### config.mk
export PLATFORM = sky130hd
export DESIGN_NAME = io_mmio_ctrl
export DESIGN_NICKNAME = d
export VERILOG_FILES = /design/src/rtl/io_mmio_ctrl_pkg.sv /design/src/rtl/io_mmio_ctrl_rx_fifo.sv /design/src/rtl/io_mmio_ctrl.sv
export SDC_FILE = /design/constraint.sdc
export NUM_CORES = 1
export LEC_CHECK = 0
export CELL_PAD_IN_SITES_DETAIL_PLACEMENT = 0
export CELL_PAD_IN_SITES_GLOBAL_PLACEMENT = 1
export CORE_MARGIN = 2
export CORE_UTILIZATION = 30
export CTS_CLUSTER_DIAMETER = 40
export CTS_CLUSTER_SIZE = 30
export DETAILED_ROUTE_END_ITERATION = 6
export GPL_TIMING_DRIVEN = 0
export PLACE_DENSITY = 0.91
export SKIP_CTS_REPAIR_TIMING = 1
export SYNTH_ARGS = -nofsm -noshare
export SYNTH_HDL_FRONTEND = slang
export SYNTH_SLANG_ARGS = --single-unit
export TNS_END_PERCENT = 1
### constraint.sdc
create_clock -name clk -period 2.64 [get_ports clk]
set_input_delay 0.528 -clock clk [delete_from_list [all_inputs] [get_ports clk]]
set_output_delay 0.528 -clock clk [all_outputs]
set_load 0.01 [all_outputs]
### src/rtl/io_mmio_ctrl_pkg.sv
// Shared I/O map for the MMIO sequencer: region tag, register offsets,
// STATUS bit positions and TX FSM encodings.
package io_mmio_ctrl_pkg;

  localparam logic [3:0] IO_REGION = 4'b1000;

  localparam logic [7:0] OFF_STATUS  = 8'h00;
  localparam logic [7:0] OFF_RX_DATA = 8'h04;
  localparam logic [7:0] OFF_TX_DATA = 8'h08;
  localparam logic [7:0] OFF_CYCLE   = 8'h10;
  localparam logic [7:0] OFF_INSTR   = 8'h14;
  localparam logic [7:0] OFF_CNT_RST = 8'h18;

  localparam int ST_TX_IDLE     = 0;
  localparam int ST_RX_NONEMPTY = 1;
  localparam int ST_RX_FULL     = 2;

  typedef enum logic {
    TX_IDLE = 1'b0,
    TX_SEND = 1'b1
  } tx_state_e;

endpackage

### src/rtl/io_mmio_ctrl_rx_fifo.sv
// Receive-byte FIFO: ready/valid push side, pop strobe with head peek.
// DEPTH must be a power of two so the pointers wrap for free.
module io_rx_fifo #(
  parameter int DEPTH = 4,
  parameter int WIDTH = 8
) (
  input  logic             clk,
  input  logic             rst,
  input  logic [WIDTH-1:0] push_data,
  input  logic             push_valid,
  output logic             push_ready,
  input  logic             pop,
  output logic [WIDTH-1:0] head,
  output logic             full,
  output logic             empty
);

  localparam int AW = $clog2(DEPTH);
  localparam int CW = AW + 1;

  logic [WIDTH-1:0] mem [DEPTH];
  logic [AW-1:0]    wr_ptr;
  logic [AW-1:0]    rd_ptr;
  logic [CW-1:0]    count;
  logic             do_push;
  logic             do_pop;

  assign full       = (count == CW'(DEPTH));
  assign empty      = (count == '0);
  // Ready comes from the registered count, so a pop never frees a slot in the same cycle.
  assign push_ready = !full;
  assign do_push    = push_valid && push_ready;
  assign do_pop     = pop && !empty;
  assign head       = mem[rd_ptr];

  // NOTE: storage is not reset; count alone decides what is valid, and skipping
  // the reset keeps the array mappable to plain RAM cells.
  always_ff @(posedge clk) begin
    if (do_push) mem[wr_ptr] <= push_data;
  end

  // NOTE: sequential state uses non-blocking assignments so every flop samples pre-edge values.
  always_ff @(posedge clk or posedge rst) begin
    if (rst) begin
      wr_ptr <= '0;
      rd_ptr <= '0;
      count  <= '0;
    end else begin
      if (do_push) wr_ptr <= wr_ptr + 1'b1;
      if (do_pop)  rd_ptr <= rd_ptr + 1'b1;
      case ({do_push, do_pop})
        2'b10:   count <= count + 1'b1;
        2'b01:   count <= count - 1'b1;
        default: count <= count;
      endcase
    end
  end

endmodule

### src/rtl/io_mmio_ctrl.sv
// MMIO sequencer for the 0x8xxxxxxx region: UART TX handshake, RX FIFO, status
// and counters. Define IO_COUNTERS_EN to build the CYCLE/INSTR counters.
module io_mmio_ctrl
  import io_mmio_ctrl_pkg::*;
#(
  parameter int RX_DEPTH = 4,
  parameter int CNT_W    = 32
) (
  input  logic        clk,
  input  logic        rst,
  input  logic [31:0] io_addr,
  input  logic [3:0]  io_we,
  input  logic        io_re,
  input  logic [31:0] io_wdata,
  input  logic        inst_retire,
  output logic [31:0] io_rdata,
  output logic        stall,
  output logic [7:0]  tx_data,
  output logic        tx_valid,
  input  logic        tx_ready,
  input  logic [7:0]  rx_data,
  input  logic        rx_valid,
  output logic        rx_ready
);

  tx_state_e   state;
  tx_state_e   state_next;
  logic        in_region;
  logic [7:0]  off;
  logic        is_store;
  logic        tx_wr;
  logic        tx_load;
  logic        rx_pop;
  logic [7:0]  rx_head;
  logic        rx_full;
  logic        rx_empty;
  logic [31:0] cycle_rd;
  logic [31:0] instr_rd;

  assign in_region = (io_addr[31:28] == IO_REGION);
  assign off       = io_addr[7:0];
  assign is_store  = in_region && (io_we != 4'b0000);
  assign tx_wr     = is_store && (off == OFF_TX_DATA);
  assign rx_pop    = io_re && in_region && (off == OFF_RX_DATA);
  // A stalled store is replayed by the pipeline, so only an unstalled one loads the byte.
  assign tx_load   = tx_wr && !stall;

  io_rx_fifo #(.DEPTH(RX_DEPTH), .WIDTH(8)) u_rx_fifo (
    .clk        (clk),
    .rst        (rst),
    .push_data  (rx_data),
    .push_valid (rx_valid),
    .push_ready (rx_ready),
    .pop        (rx_pop),
    .head       (rx_head),
    .full       (rx_full),
    .empty      (rx_empty)
  );

  always_ff @(posedge clk or posedge rst) begin
    if (rst) state <= TX_IDLE;
    else     state <= state_next;
  end

  always_comb begin
    state_next = state;
    case (state)
      TX_IDLE: if (tx_wr) state_next = TX_SEND;
      TX_SEND: if (tx_ready && !tx_wr) state_next = TX_IDLE;
      default: state_next = TX_IDLE;
    endcase
  end

  // NOTE: outputs get a default before the case so no latch is inferred.
  always_comb begin
    tx_valid = 1'b0;
    stall    = 1'b0;
    if (state == TX_SEND) begin
      tx_valid = 1'b1;
      stall    = tx_wr && !tx_ready;
    end
  end

  always_ff @(posedge clk or posedge rst) begin
    if (rst)          tx_data <= 8'h00;
    else if (tx_load) tx_data <= io_wdata[7:0];
  end

`ifdef IO_COUNTERS_EN
  logic [CNT_W-1:0] cycle_cnt;
  logic [CNT_W-1:0] instr_cnt;
  logic             cnt_clr;

  assign cnt_clr = is_store && (off == OFF_CNT_RST);

  always_ff @(posedge clk or posedge rst) begin
    if (rst) begin
      cycle_cnt <= '0;
      instr_cnt <= '0;
    end else if (cnt_clr) begin
      cycle_cnt <= '0;
      instr_cnt <= '0;
    end else begin
      cycle_cnt <= cycle_cnt + 1'b1;
      if (inst_retire) instr_cnt <= instr_cnt + 1'b1;
    end
  end

  assign cycle_rd = 32'(cycle_cnt);
  assign instr_rd = 32'(instr_cnt);

  logic unused_ok;
  assign unused_ok = ^{io_wdata[31:8], io_addr[27:8]};
`else
  assign cycle_rd = 32'h0;
  assign instr_rd = 32'h0;

  logic unused_ok;
  assign unused_ok = ^{io_wdata[31:8], io_addr[27:8], inst_retire};
`endif

  always_comb begin
    io_rdata = 32'h0;
    if (in_region) begin
      case (off)
        OFF_STATUS: begin
          io_rdata[ST_TX_IDLE]     = (state == TX_IDLE);
          io_rdata[ST_RX_NONEMPTY] = !rx_empty;
          io_rdata[ST_RX_FULL]     = rx_full;
        end
        OFF_RX_DATA: io_rdata = rx_empty ? 32'h0 : {24'h0, rx_head};
        OFF_CYCLE:   io_rdata = cycle_rd;
        OFF_INSTR:   io_rdata = instr_rd;
        default:     io_rdata = 32'h0;
      endcase
    end
  end

endmodule

# Yosys cells after proc, flatten, opt, wreduce, memory -nomap -nowiden
# Memory sizes are Yosys's and may differ from the RTL's.
# Cells that the tools add are included.
word_totals:
  reg_bits: 16
  ram_bits: 32
  input_bits: 82
  elab_cells: 47
  memories: 1
mem_list:
  columns: ["name", "words", "width", "rd", "rd_clocked_by_memory_dff", "write_ports", "line", "rtl"]
  rows:
  - ["u_rx_fifo.mem", 4, 8, 1, 0, 1, "io_mmio_ctrl_rx_fifo.sv:21", "logic [WIDTH-1:0] mem [DEPTH];"]
op_classes:
  addsub: 4
  eq_ne: 6
  muxes: 12
  bitwise_logic: 1
  n_reduce_logical: 18
op_table:
  columns: ["cell", "n"]
  rows:
  - ["two-way mux 32 bit", 1]
  - ["case mux 3 bit (2 select lines)", 2]
  - ["logical AND 1 bit", 9]
  - ["equality test 8 x 3 -> 1 bit (second input constant)", 1]
  - ["equality test 8 x 4 -> 1 bit (second input constant)", 1]
  - ["zero test 8 bit", 1]
  - ["two-way mux 8 bit", 1]
  - ["two-way mux 1 bit", 6]
  - ["zero test 1 bit", 5]
  - ["two-way mux 5 bit", 1]
  - ["adder 2 x 1 -> 2 bit (second input constant)", 2]
  - ["equality test 4 bit (second input constant)", 1]
  - ["nonzero test 4 bit", 1]
  - ["adder 3 x 1 -> 3 bit (second input constant)", 1]
  - ["equality test 3 bit (second input constant)", 1]
  - ["zero test 3 bit", 1]
  - ["subtractor 3 x 1 -> 3 bit (second input constant)", 1]
  - ["equality test 2 x 1 -> 1 bit (second input constant)", 1]
  - ["equality test 2 bit (second input constant)", 1]
  - ["case mux 1 bit (2 select lines)", 1]
  - ["nonzero test 2 bit", 1]
  - ["inverter 1 bit", 1]

# Depth between registers and ports, before layout
# Gate-level depths: netlist of run 1.
logic_depth:
  ltp_word: 7
  mapped_depth: 11

# Modules after synthesis
# Synthesis of run 1 repeated with hierarchy kept, for this count alone.
unflattened:
  cells_unflattened: 153
  area_unflattened_um2: 2338.5
modules_own_cells:
  columns: ["mod", "instances", "cells_per_inst", "area_each_um2"]
  rows:
  - ["io_rx_fifo", 1, 81, 1602.8]
  - ["io_mmio_ctrl", 1, 72, 735.7]

# Worst setup path before layout of run 1
# No wires, ideal clock.
synth_path:
  path_kind: "input to register"
  from: "input port io_addr[1]"
  to: "register u_rx_fifo.count[2]"
  setup_time_ns: 0.079
  arrival_ns: 2.362
  slack_ns: 0.199
  cell_stages: 11
  path_buffers: 1
  cell_sequence: "nor4_1 > and3_1 > buf_2 > nand4_1 > inv_1 > ha_1 > inv_1 > fa_1 > xor2_1 > nor2_1 > xor2_1"
synth_via:
  elab_chain_len: 5
  elab_cells_between_ends: 7
synth_rtl:
  columns: ["element", "line", "rtl"]
  rows:
  - ["from (decl)", "io_mmio_ctrl.sv:11", "input logic [31:0] io_addr,"]
  - ["equality test 8 x 3 -> 1 bit *", "io_mmio_ctrl.sv:44", "assign rx_pop = io_re && in_region && (off == OFF_RX_DATA);"]
  - ["logical AND 1 bit *", "io_mmio_ctrl.sv:44", null]
  - ["logical AND 1 bit *", "io_mmio_ctrl_rx_fifo.sv:33", "assign do_pop = pop && !empty;"]
  - ["net u_rx_fifo.do_pop", "io_mmio_ctrl_rx_fifo.sv:26", "logic do_pop;"]
  - ["equality test 2 x 1 -> 1 bit or equality test 2 bit (tied branches)", "io_mmio_ctrl_rx_fifo.sv:51", "case ({do_push, do_pop})"]
  - ["case mux 3 bit (2 select lines) or nonzero test 2 bit (tied branches)", null, null]
  - ["to (signal assigned)", "io_mmio_ctrl_rx_fifo.sv:52", "2'b10: count <= count + 1'b1;"]
  - ["to (signal assigned)", "io_mmio_ctrl_rx_fifo.sv:53", "2'b01: count <= count - 1'b1;"]
  - ["to (signal assigned)", "io_mmio_ctrl_rx_fifo.sv:54", "default: count <= count;"]
  - ["to (decl)", "io_mmio_ctrl_rx_fifo.sv:24", "logic [CW-1:0] count;"]
# Mark *: on every way through the listed nets, which the timed path passes. The rest lies on a longest branch.
# A chain may end at the register's enable or synchronous reset.

# Final worst setup path of run 1
layout_path:
  from: "input port io_addr[0]"
  to: "register u_rx_fifo.count[2]"
# Same word-level chain as after synthesis.

==> summary.txt, run 1 <==
outcome -> finished with violations
failing checks -> setup timing
Main synth FF type -> edfxtp_1
maximum VDD drop -> 0.3588 mV
Slew headroom -> 59.44%
DRC -> 0
H-tree depth -> 2
CP Capture Point -> u_rx_fifo.count[2]
Tightest Pin Transition -> 0.6077 ns
top cells by area, synth -> edfxtp_1, dfrtp_1, buf_4
fmax -> 0.3775 GHz
height of the die -> 91.98 um
placed insts -> 335
Cell variety after synth -> 34
Commonest cells post-synth -> edfxtp_1, buf_4, dfrtp_1
# diodes -> 0
row cnt -> 32
clock slew seen by the registers of the worst setup and hold paths -> 0.08 ns
RSZ-0062 raised after global routing -> yes
endpoints failing hold -> 0
Die Footprint -> 8460 um2
Root Driver -> clkbuf_8
count of pins over their slew limit -> 0
Sw Ratio -> 24.56%
area growth from synthesis to layout -> 40.41%
worst path buffer plus inverter count -> 4
vias in the first global route -> 1384
Synth Register Bits -> 48
final setup skew -> 0.009401 ns
largest net degree at the start of global routing -> 17
Setup WS pre-CTS -> -0.8017 ns
final setup margin -> -0.009242 ns
leakage -> 0.001435 uW
CP Depth -> 12
Critical Path End Type -> flip-flop
Layout Utilization -> 42.86%
gr usage total -> 9.667%
core area -> 7607 um2
Worst path max stage delay -> 0.44 ns
register-to-register setup slack -> 0.43 ns
Synth area leader -> edfxtp_1
R2R cell count -> 10
port bufs -> 54
TritonCTS Sinks -> 48
Data arrival, critical path -> 2.86 ns
Tmin final -> 2.649 ns
IO Pins -> 125
FF-to-FF Start -> u_rx_fifo.count[0]
Die X -> 91.98 um
delay-heaviest family, CP -> buffers and inverters
GP Congestion -> 0.6946
post-synth design cell area -> 2322 um2
internal power -> 1529 uW
grt total ovfl -> 0
per-cell routed wire length -> 11.72 um
reg2reg end -> u_rx_fifo.count[2]
Logic pwr share -> 19.5%
Setup CP Type -> primary input to flip-flop
most frequent cell after synthesis -> edfxtp_1
layout cell share with drive strength beyond 1 -> 27.98%
min-delay worst type -> flip-flop to flip-flop
P per Cell Area -> 621.7 nW/um2
via-per-instance ratio -> 4.041
syn_area_per_cell -> 14.89 um2
layout net count -> 330
DRT Pass-1 Iters -> 4
crit path from -> io_addr[0]
Clk pwr share -> 30.8%
routed wire length -> 4043 um
Max Cap Violations -> 0
Starting Density -> 30.53%
first-pass GRT wire length -> 6396 um
Num CTS Buffers -> 5
number of synthesized flops with an enable pin -> 32
post-synth top area share -> 41.38%
FFs w/ async S/R, synth -> 33.33%
worst endpoint required time -> 2.85 ns
initial antenna violation count -> 0
Period Utilization, post-route -> 100.4%
CP cell instances -> clkdlybuf4s50_1 > nor4_4 > and3_1 > buf_4 > nand4_1 > inv_1 > ha_1 > inv_1 > fa_1 > xor2_1 > nor2_1 > xor2_1
setup violators final -> 1
Non-Filler Instances -> 345
Via Count -> 1394
1st-iter DRT viols -> 44
warnings from Yosys -> 0
share of power burned in registers -> 49.8%
crit start category -> primary input
CTS tree -> built
crit path max fanout -> 6
latest clock arrival within the worst-skew pair -> 0.29 ns
register area share after synthesis -> 58.62%
switching power -> 498.0 uW
Syn Inst Count -> 156
Final ANT Viol Nets -> 0
hpwl dp -> 3056 um
Worst path slowest cell -> clkdlybuf4s50_1
Max clock buf depth -> 2
==> flip-flops by register name, summed over array words and instances (netlist names) <==
register / flops
state: 1
tx_data: 8
u_rx_fifo.count: 3
u_rx_fifo.mem: 32
u_rx_fifo.rd_ptr: 2
u_rx_fifo.wr_ptr: 2
==> stage by stage <==
stage	hold WS (ns)	setup TNS, ns	cell area (um2)	power [uW]
after global routing	0.5378	-0.2917	3261	2140
after detailed placement	0.4977	-6.853	3077	1423
after global placement	0.4938	-6.454	3077	1405
final	0.5082	-0.009242	3261	2027
after CTS	0.5113	-6.306	3214	2043
after floorplan	0.4417	0	2409	1277
==> how the worst min path moves through the flow <==
stage                        from                 end  slack [ns]  depth (start not counted)
6_report       u_rx_fifo.count[2]  u_rx_fifo.count[2]        0.51                          1
5_1_grt                tx_data[1]          tx_data[1]        0.54                          1
2_1_floorplan                 rst               state        0.44                          1
3_3_place_gp           tx_data[3]          tx_data[3]        0.49                          1
3_5_place_dp           tx_data[0]          tx_data[0]        0.50                          1
4_1_cts        u_rx_fifo.count[2]  u_rx_fifo.count[2]        0.51                          1
==> layout by cell type (no fill, tap or decap), drive strengths merged, types with 4 or more instances in the layout <==
master and count:
and3 5, buf 32, clkbuf 9, clkdlybuf4s50 43, conb 24, dfrtp 16, dlymetal6s2s 6, edfxtp 32
ha 5, inv 11, mux2 9, mux4 8, nor2 5, nor2b 6, xnor2 4
==> power groups by stage <==
| stage | Sequential, uW | Combinational [uW] | Clock (uW) |
|---|---|---|---|
| floorplan | 1010 | 265 | 0 |
| global placement | 1020 | 384 | 0 |
| detailed placement | 1030 | 394 | 0 |
| CTS | 1010 | 396 | 635 |
| global route | 1020 | 452 | 664 |
| finish | 1010 | 395 | 623 |
==> area by class of cell <==
cell class	count	area, um2
fill	697	4347
timing repair buffer	56	545.5
sequential	48	1361
clock inverter	3	68.82
clock buffer	5	68.82
buffer	29	212.7
multi-input combinational	92	838.3
inverter	10	37.54
tap	102	127.6
==> worst register-to-register path, cell delays in order (launching register included) <==
cell and delay, ns:
dfrtp_1 0.42, nor3_1 0.08, nor2_1 0.32, nand4_1 0.20
inv_1 0.10, ha_1 0.18, inv_1 0.06, fa_1 0.37
xor2_1 0.15, nor2_1 0.11, xor2_1 0.15
==> routing by layer <==
layer  wire length, um  vias to the layer above  GRT usage (%)
li1                  -                      677              -
met1              1549                      670          10.64
met2              2222                       42          18.26
met3               224                        5          1.808
met4                47                        0          3.731
met5                 0                        -              0
==> cell families (layout without fill, tap and decap cells) <==
family | after synthesis | after routing | synth area share, %
xor gates and xnor gates | 6 | 6 | 2.263
muxes | 18 | 18 | 13.85
other | 1 | 24 | 0.1615
and+or+nand+nor | 35 | 35 | 10.24
adders and majority gates | 6 | 6 | 3.556
AOI/OAI and AO/OA | 3 | 3 | 0.6464
DFF | 48 | 48 | 58.62
buffers and inverters | 39 | 103 | 10.67
Note: power is estimated with default switching activity, not from simulation.
==> inputs of run 2 (changes only) <==
- CORE_UTILIZATION: 30 -> 27
- PLACE_DENSITY: 0.91 -> 0.87
- SETUP_SLACK_MARGIN: not set -> 0.3
- SKIP_CTS_REPAIR_TIMING: 1 -> not set
- clock period: 2.64 -> 2.4 ns (I/O delays scaled with it)
==> summary.txt, run 2 (same netlist as run 1, synthesis figures left out) <==
outcome -> finished clean
crit start category -> primary input
final setup skew -> 0.008582 ns
CTS tree -> built
most frequent cells in the layout -> buf_4, clkdlybuf4s50_1, edfxtp_1, conb_1, dfrtp_1
hold_buf cts -> 0
RSZ-0062 raised after global routing -> yes
Worst path max stage delay -> 0.33 ns
initial antenna violation count -> 0
Layout Utilization -> 40.35%
first-pass GRT wire length -> 7086 um
DRC -> 0
Setup WS pre-CTS -> -0.7714 ns
Root Driver -> clkbuf_8
final setup margin -> 0.2153 ns
Via Count -> 1434
height of the die -> 96.74 um
Starting Density -> 28.12%
crit path max fanout -> 6
Power Total -> 2134 uW
P per Cell Area -> 640.5 nW/um2
worst endpoint required time -> 2.63 ns
maximum VDD drop -> 0.3423 mV
grt total ovfl -> 0
count of pins over their slew limit -> 0
Final ANT Viol Nets -> 0
Setup CP Type -> primary input to flip-flop
# diodes -> 0
biggest regs -> u_rx_fifo.mem (32), tx_data (8), u_rx_fifo.count (3)
per-cell routed wire length -> 12.28 um
Critical Path End Type -> flip-flop
endpoints failing hold -> 0
hpwl dp -> 3236 um
Worst path slowest cell -> fa_2
Tightest Pin Transition -> 0.6291 ns
TritonCTS Sinks -> 48
Die Footprint -> 9359 um2
port bufs -> 54
Data arrival, critical path -> 2.41 ns
Slew headroom -> 58.01%
Die X -> 96.74 um
setup violators final -> 0
Max Cap Violations -> 0
GP Congestion -> 0.7266
most common cell after layout, fill and taps aside -> buf_4
via-per-instance ratio -> 3.983
layout net count -> 342
Num CTS Buffers -> 5
row cnt -> 33
leakage -> 0.001425 uW
IO Pins -> 125
CP cell instances -> buf_6 > nor4b_4 > and3_1 > buf_6 > nand4_1 > inv_1 > ha_2 > inv_2 > fa_2 > xor2_1 > nor2_1 > xor2_1
min-delay worst type -> flip-flop to flip-flop
layout cell share with drive strength beyond 1 -> 38.43%
1st-iter DRT viols -> 23
Tmin final -> 2.185 ns
gr usage total -> 9.579%
Biggest register -> u_rx_fifo.mem
core area -> 8258 um2
clock slew seen by the registers of the worst setup and hold paths -> 0.09 ns
fmax -> 0.4577 GHz
DRT Pass-1 Iters -> 4
area growth from synthesis to layout -> 43.48%
Max clock buf depth -> 2
routed wire length -> 4422 um
Period Utilization, post-route -> 91.03%
max reg flops -> 32
largest net degree at the start of global routing -> 17
vias in the first global route -> 1441
latest clock arrival within the worst-skew pair -> 0.30 ns
H-tree depth -> 2
-- run 2: cell count changes in the layout (fill, tap and decap cells not counted), moves of 4 or more --
cell and delta:
buf_2 +7, buf_4 +10, buf_6 +5, clkdlybuf4s50_1 -10, dlygate4sd2_1 +4, dlymetal6s2s_1 -6
-- run 2: timing repair --
item	CTS	global route
hold endpoints to repair	0	0
buffers inserted	11	3
gates resized for setup	82	4
pin swaps	13	10
endpoints found under the setup margin	11	20
-- run 2: power breakdown --
group	switching, uW	internal (uW)	total, uW	leakage, uW
sequential	61.2	1050	1110	0.000505
clock	261	308	569	0.0000541
combinational	233	220	453	0.000866
-- run 2: per-stage QoR --
step                setup TNS (ns)  hold WS (ns)  std cells  instance area, um2
finish                           0        0.5162        360                3332
global route                     0        0.5255        360                3332
CTS                              0        0.4843        357                3296
detailed placement          -6.605        0.4986        338                3109
global placement            -6.659        0.4954        338                3109
floorplan                        0        0.3937        179                2437
-- run 2: area by class of cell --
cell class | count | area (um2)
buffer | 29 | 227.7
tap | 105 | 131.4
fill | 761 | 4926
clock buffer | 5 | 68.82
clock inverter | 3 | 42.54
inverter | 10 | 37.54
timing repair buffer | 68 | 604.3
sequential | 48 | 1361
multi-input combinational | 92 | 858.3
-- run 2: path summary, 6_finish.rpt --
check	slack (ns)	from	cells after the start	end
max	0.22	io_addr[28]	12	u_rx_fifo.count[2]
min reg2reg	0.52	u_rx_fifo.count[2]	1	u_rx_fifo.count[2]
min in group asynchronous	0.55	rst	2	u_rx_fifo.wr_ptr[1]
max reg2reg	0.35	u_rx_fifo.count[1]	10	u_rx_fifo.count[2]
max in group asynchronous	1.44	rst	2	u_rx_fifo.rd_ptr[0]
min	0.52	u_rx_fifo.count[2]	1	u_rx_fifo.count[2]
-- run 2: routing by layer --
layer  vias up  routed length (um)  track usage [%]
met5         -                   0                0
met4         0                  91            4.225
met3         7                 233            2.095
met2        51                2331            17.09
met1       673                1765            10.96
li1        703                   -                -
-- run 2: critical path: cells and delay by family --
kind | cells | cell delay (ns)
buf+inv | 4 | 0.37
fa+ha+maj | 2 | 0.52
simple gates | 4 | 0.77
xor+xnor | 2 | 0.29
==> inputs of run 3 (changes only) <==
- CTS_CLUSTER_SIZE: 30 -> 12
==> results of run 3 <==
The final DEF is identical to that of run 2; final timing and power are the same.
